--- config.mk ---
export PLATFORM = sky130hd
export DESIGN_NAME = led_frame_receiver
export DESIGN_NICKNAME = d
export VERILOG_FILES = /design/src/rtl/led_frame_receiver.sv
export SDC_FILE = /design/constraint.sdc
export NUM_CORES = 1
export LEC_CHECK = 0
export ABC_AREA = 1
export CAP_MARGIN = 10
export CORE_AREA = 4 4 135 137
export CTS_BUF_LIST = sky130_fd_sc_hd__clkbuf_8
export DETAILED_ROUTE_END_ITERATION = 7
export DIE_AREA = 0 0 139 141
export SYNTH_ARGS = -nofsm -noshare
export SYNTH_HDL_FRONTEND = slang
export SYNTH_SLANG_ARGS = --single-unit
--- constraint.sdc ---
create_clock -name CLK -period 1.7 [get_ports CLK]
set_clock_uncertainty 0.05 [all_clocks]
set_input_delay 0.51 -clock CLK [delete_from_list [all_inputs] [get_ports CLK]]
set_output_delay 0.51 -clock CLK [all_outputs]
set_load 0.005 [all_outputs]
--- src/rtl/led_frame_receiver.sv ---
// led_frame_receiver: receives the LED pixel link and stores each frame into a read buffer; FRAME_DOUBLE_BUFFER_EN keeps a shadow buffer so the read port only ever shows whole frames.
// The read port is read-first: a read of the byte being written this cycle returns the old contents.
module led_frame_receiver #(
  parameter int FRAME_BYTES = 16,
  parameter logic [7:0] HDR_BYTE = 8'hF1,
  parameter int IDLE_TIMEOUT = 1024,
  localparam int AW = $clog2(FRAME_BYTES),
  localparam int TW = $clog2(IDLE_TIMEOUT + 1)
) (
  input  logic          CLK,
  input  logic          RST,
  input  logic          i_SCK,
  input  logic          i_SDA,
  input  logic [AW-1:0] i_rd_addr,
  output logic [7:0]    o_rd_data,
  output logic [7:0]    o_byte,
  output logic          o_byte_valid,
  output logic          o_frame_done,
  output logic          o_frame_err,
  output logic          o_busy
);
  typedef enum logic {WAIT_HDR, RECV_DATA} state_t;
  state_t state, nxt;
  logic [2:0] sck_s;
  logic [1:0] sda_s;
  logic [6:0] sh;
  logic [2:0] bit_cnt;
  logic [TW-1:0] to_cnt;
  logic [AW-1:0] idx;
  logic [7:0] rd_mem [FRAME_BYTES];
  logic rise, byte_done, expire, hdr_hit, we, done, err;
  logic [7:0] nb;
  always_comb begin
    rise = sck_s[1] & ~sck_s[2];
    nb = {sh, sda_s[1]};
    byte_done = rise && bit_cnt == 3'd7;
    expire = !rise && to_cnt == TW'(IDLE_TIMEOUT - 1);
    hdr_hit = state == WAIT_HDR && byte_done && nb == HDR_BYTE;
    we = state == RECV_DATA && byte_done;
    done = we && idx == AW'(FRAME_BYTES - 1);
    err = state == RECV_DATA && expire;
    nxt = hdr_hit ? RECV_DATA : (done || err) ? WAIT_HDR : state;
  end
  always_ff @(posedge CLK or posedge RST) begin
    if (RST) begin
      state <= WAIT_HDR;
      sck_s <= '0;
      sda_s <= '0;
      sh <= '0;
      bit_cnt <= '0;
      to_cnt <= '0;
      idx <= '0;
      o_byte <= '0;
      o_byte_valid <= 1'b0;
      o_frame_done <= 1'b0;
      o_frame_err <= 1'b0;
      o_rd_data <= '0;
    end else begin
      state <= nxt;
      sck_s <= {sck_s[1:0], i_SCK};
      sda_s <= {sda_s[0], i_SDA};
      if (rise) sh <= nb[6:0];
      bit_cnt <= rise ? bit_cnt + 3'd1 : expire ? 3'd0 : bit_cnt;
      to_cnt <= rise ? '0 : (to_cnt == TW'(IDLE_TIMEOUT)) ? to_cnt : to_cnt + 1'b1;
      idx <= hdr_hit ? '0 : we ? idx + 1'b1 : idx;
      if (byte_done) o_byte <= nb;
      o_byte_valid <= byte_done;
      o_frame_done <= done;
      o_frame_err <= err;
      o_rd_data <= rd_mem[i_rd_addr];
    end
  end
  assign o_busy = state == RECV_DATA;
`ifdef FRAME_DOUBLE_BUFFER_EN
  logic [7:0] shadow [FRAME_BYTES];
  // the final byte bypasses the shadow so the copy sees the complete frame
  always_ff @(posedge CLK) begin
    if (we) shadow[idx] <= nb;
    if (done) for (int i = 0; i < FRAME_BYTES; i++) rd_mem[i] <= (AW'(i) == idx) ? nb : shadow[i];
  end
`else
  always_ff @(posedge CLK) begin
    if (we) rd_mem[idx] <= nb;
  end
`endif
endmodule

==> out/results.ini <==
[floorplanning]
core_area_sq_um=17060
io_pins=28
die-area_sq_um=19600
fp-row-count=48
die_w_um=139
start_util_pct=45.03
die_height_um=141

[global_route]
grt_first_pass_wirelength_mm=28.15
grt-ovfl-total=0
grt_pass1_vias=5406
antenna_found_initial=0
grt_max_degree=51
grt_use_total_pct=18.64

[finish]
fillerInstances=1523
diodes=0
layout-drive-gt1-share_pct=14.52
fin_area_sq_um=9213
final_nets=850
final_cells=1072
syn2layout_area_growth_pct=19.96

[worst_setup_path]
cp.required_ns=1.83
cpMaxStageDelayCell=dfrtp_1
max_stage_delay_ns=0.36
startpoint=bit_cnt[1]
critical_path.top_delay_family=simple AND/OR/NAND/NOR gates
r2r-start=bit_cnt[1]
path_cells=ha_2 -> ha_4 -> nand3_4 -> nor2_4 -> buf_6 -> nand2_8 -> buf_4 -> nor2_4
critPathMaxFanout=6
critical_path_buf_inv_count=2
cp.arrival_ns=1.92
crit_path_end_kind=register
start_kind=register
cpMostUsedCell=nor2_4
path_class=reg2reg

[logic_synthesis]
synth_nets=779
syn_area_sq_um=7680
synth.area.mux_share_pct=0
synth_top_family_by_area=simple AND/OR/NAND/NOR gates
ys.warnings.count=0
synth-adder-area-share_pct=1.303
avgSynthCellArea_sq_um=10.07
synth.distinct_cells=23
synth_xor_xnor_area_share_pct=0
synth-compound-area-share_pct=1.662
ys_seq_area_share_pct=66.34
ys_ff_latch=178
synthSimpleGateAreaFrac_pct=22.12
syn_inst=763

[clocking]
cts_buffer_depth=2
cts_tree=done
clk_pin_slew_ns=0.09
numCtsBuffers=17
cts_sinks=178
cts_hold_buffers=0
cts_root_buf=clkbuf_8
cts_max_level=4
clkLatencyLatePin_ns=0.46

[sta]
worst_pin_slew_ns=0.5428
setup_viol=124
maxSlewViolCount=0
relSlewSlack_pct=63.73
period_share_pct=105.4
holdWs_ns=0.3078
period_minus_slack_ns=1.792
fmax_mhz=557.9
layout_setup_ws_ns=-0.09238
hold_violations=0
grt_setup_unrepaired=yes

[power_and_ir_drop]
vdd_drop_max_mv=0.5627
power_density_nw_per_um2=963.1
total_leakage_power_nw=4.125

[drt]
drt_iter0_markers=395
via_per_inst=4.982
wl_per_cell_um=15.94
dr.pass1.iters=5
via_count=5341
route.detailed.drc=0
ant_nets=0
wirelength_mm=17.08

[placed_design]
dp_cells=1030
numPortBuffers=27
hpwl_mm=11.23
place_ws_ns=-0.1683
routabilityCongestion=0.8416
placed_area_sq_um=8635

[job]
maxCapViolCount=0

[run_status]
violations=negative setup slack
status=finished, violations left

[hold_path]
hold_start=sck_s[0]
hp-class=reg2reg

[per-stage QoR]
stage	utilization [%]	TNS, ns	power, mW
after floorplan	-	-6.568	5.675
after global placement	50.62	-8.071	6.198
after detailed placement	50.62	-11.08	6.225
after CTS	53.43	-9.207	8.928
after global routing	54.01	-14.63	9.290
final	54.01	-7.022	8.872
[cells in the final DEF (no fill, tap or decap), drive strengths merged]
master | synthesis | final
clkbuf | 3 | 24
edfxtp | 128 | 128
clkinv | 0 | 5
bufinv | 0 | 1
inv | 127 | 129
nand4 | 6 | 6
clkinvlp | 0 | 3
nand2 | 235 | 235
ha | 8 | 8
a21oi | 8 | 8
dfrtp | 50 | 50
clkdlybuf4s50 | 0 | 6
clkdlybuf4s15 | 0 | 15
or2 | 2 | 2
nor2 | 35 | 36
dlygate4sd2 | 0 | 2
o21bai | 1 | 1
nor3 | 4 | 4
o21ai | 16 | 16
buf | 25 | 53
nand3 | 115 | 115
[registers in the layout, summed over array words and instances, names as in the netlist]
register,count
o_byte,8
o_frame_err,1
sck_s,3
sda_s,2
idx,4
o_rd_data,8
rd_mem,128
o_byte_valid,1
sh,7
to_cnt,11
bit_cnt,3
o_frame_done,1
o_busy,1
[where the power goes]
group	internal, mW	leakage (nW)	total (mW)	switching [mW]
Sequential	4.94	1.82	5.05	0.117
Clock	1.30	0.200	2.74	1.44
Combinational	0.408	2.11	1.08	0.669
Total	6.64	4.13	8.87	2.23
[worst reg2reg max path: cells and delay by family (launching register included)]
family,cells,cell delay (ns)
buffers and inverters,2,0.30
and+or+nand+nor,4,0.46
adders and majority gates,2,0.33
DFF,1,0.36
[path summary, 6_finish.rpt]
check	slack, ns	cells after the start	endpoint
min	0.31	0	sck_s[1]
max in group asynchronous	0.94	3	o_frame_done
min reg2reg	0.31	0	sck_s[1]
max reg2reg	-0.09	8	rd_mem[15][5]
min in group asynchronous	0.41	3	o_byte[5]
max	-0.09	8	rd_mem[15][5]
[logic make-up (layout without fill, tap and decap cells)]
| logic type | Yosys count | after routing |
|---|---|---|
| simple gates | 397 | 398 |
| compound gates | 25 | 25 |
| buf+inv | 155 | 238 |
| fa+ha+maj | 8 | 8 |
| flops | 178 | 178 |
[timing repair]
item / in CTS / in global routing
gates resized for setup: 46 / 25
cloned: 1 / 0
pin swaps: 3 / 6
setup endpoints to repair: 149 / 144
buffers inserted: 3 / 6
[per-layer routing]
metal | vias to the layer above | routed length [um] | global-route usage (%)
li1 | 2591 | - | -
met1 | 2557 | 7428 | 24.03
met2 | 161 | 8125 | 30.53
met3 | 32 | 1080 | 4.681
met4 | 0 | 449 | 7.364
met5 | - | 0 | 0
[cell usage after synthesis]
| cell type | number | area, sq um |
|---|---|---|
| a21oi_1 | 8 | 40.04 |
| buf_1 | 1 | 3.750 |
| buf_2 | 16 | 80.08 |
| buf_4 | 1 | 7.510 |
| buf_6 | 7 | 78.83 |
| clkbuf_1 | 3 | 11.26 |
| dfrtp_1 | 50 | 1251 |
| edfxtp_1 | 128 | 3844 |
| ha_1 | 8 | 100.1 |
| inv_1 | 124 | 465.5 |
| inv_2 | 3 | 11.26 |
| nand2_1 | 232 | 870.8 |
| nand2_2 | 2 | 12.51 |
| nand2_4 | 1 | 11.26 |
| nand3_1 | 114 | 570.6 |
| nand3_2 | 1 | 10.01 |
| nand4_1 | 6 | 37.54 |
| nor2_1 | 32 | 120.1 |
| nor2_4 | 3 | 33.78 |
| nor3_1 | 4 | 20.02 |
| o21ai_0 | 16 | 80.08 |
| o21bai_1 | 1 | 7.510 |
| or2_2 | 2 | 12.51 |
[layout make-up]
class                   count  area [sq um]  share of cell area [%]
flip-flops and latches    178          5095                   55.30
multi-input cells         431          2118                   22.99
repair buffers             79         860.8                   9.344
inverters                 127         480.5                   5.215
clock buffers              21         289.0                   3.137
well taps                 225         281.5                   3.056
clock inverters            11         87.58                  0.9507
Note: power is estimated with default switching activity, not from simulation.
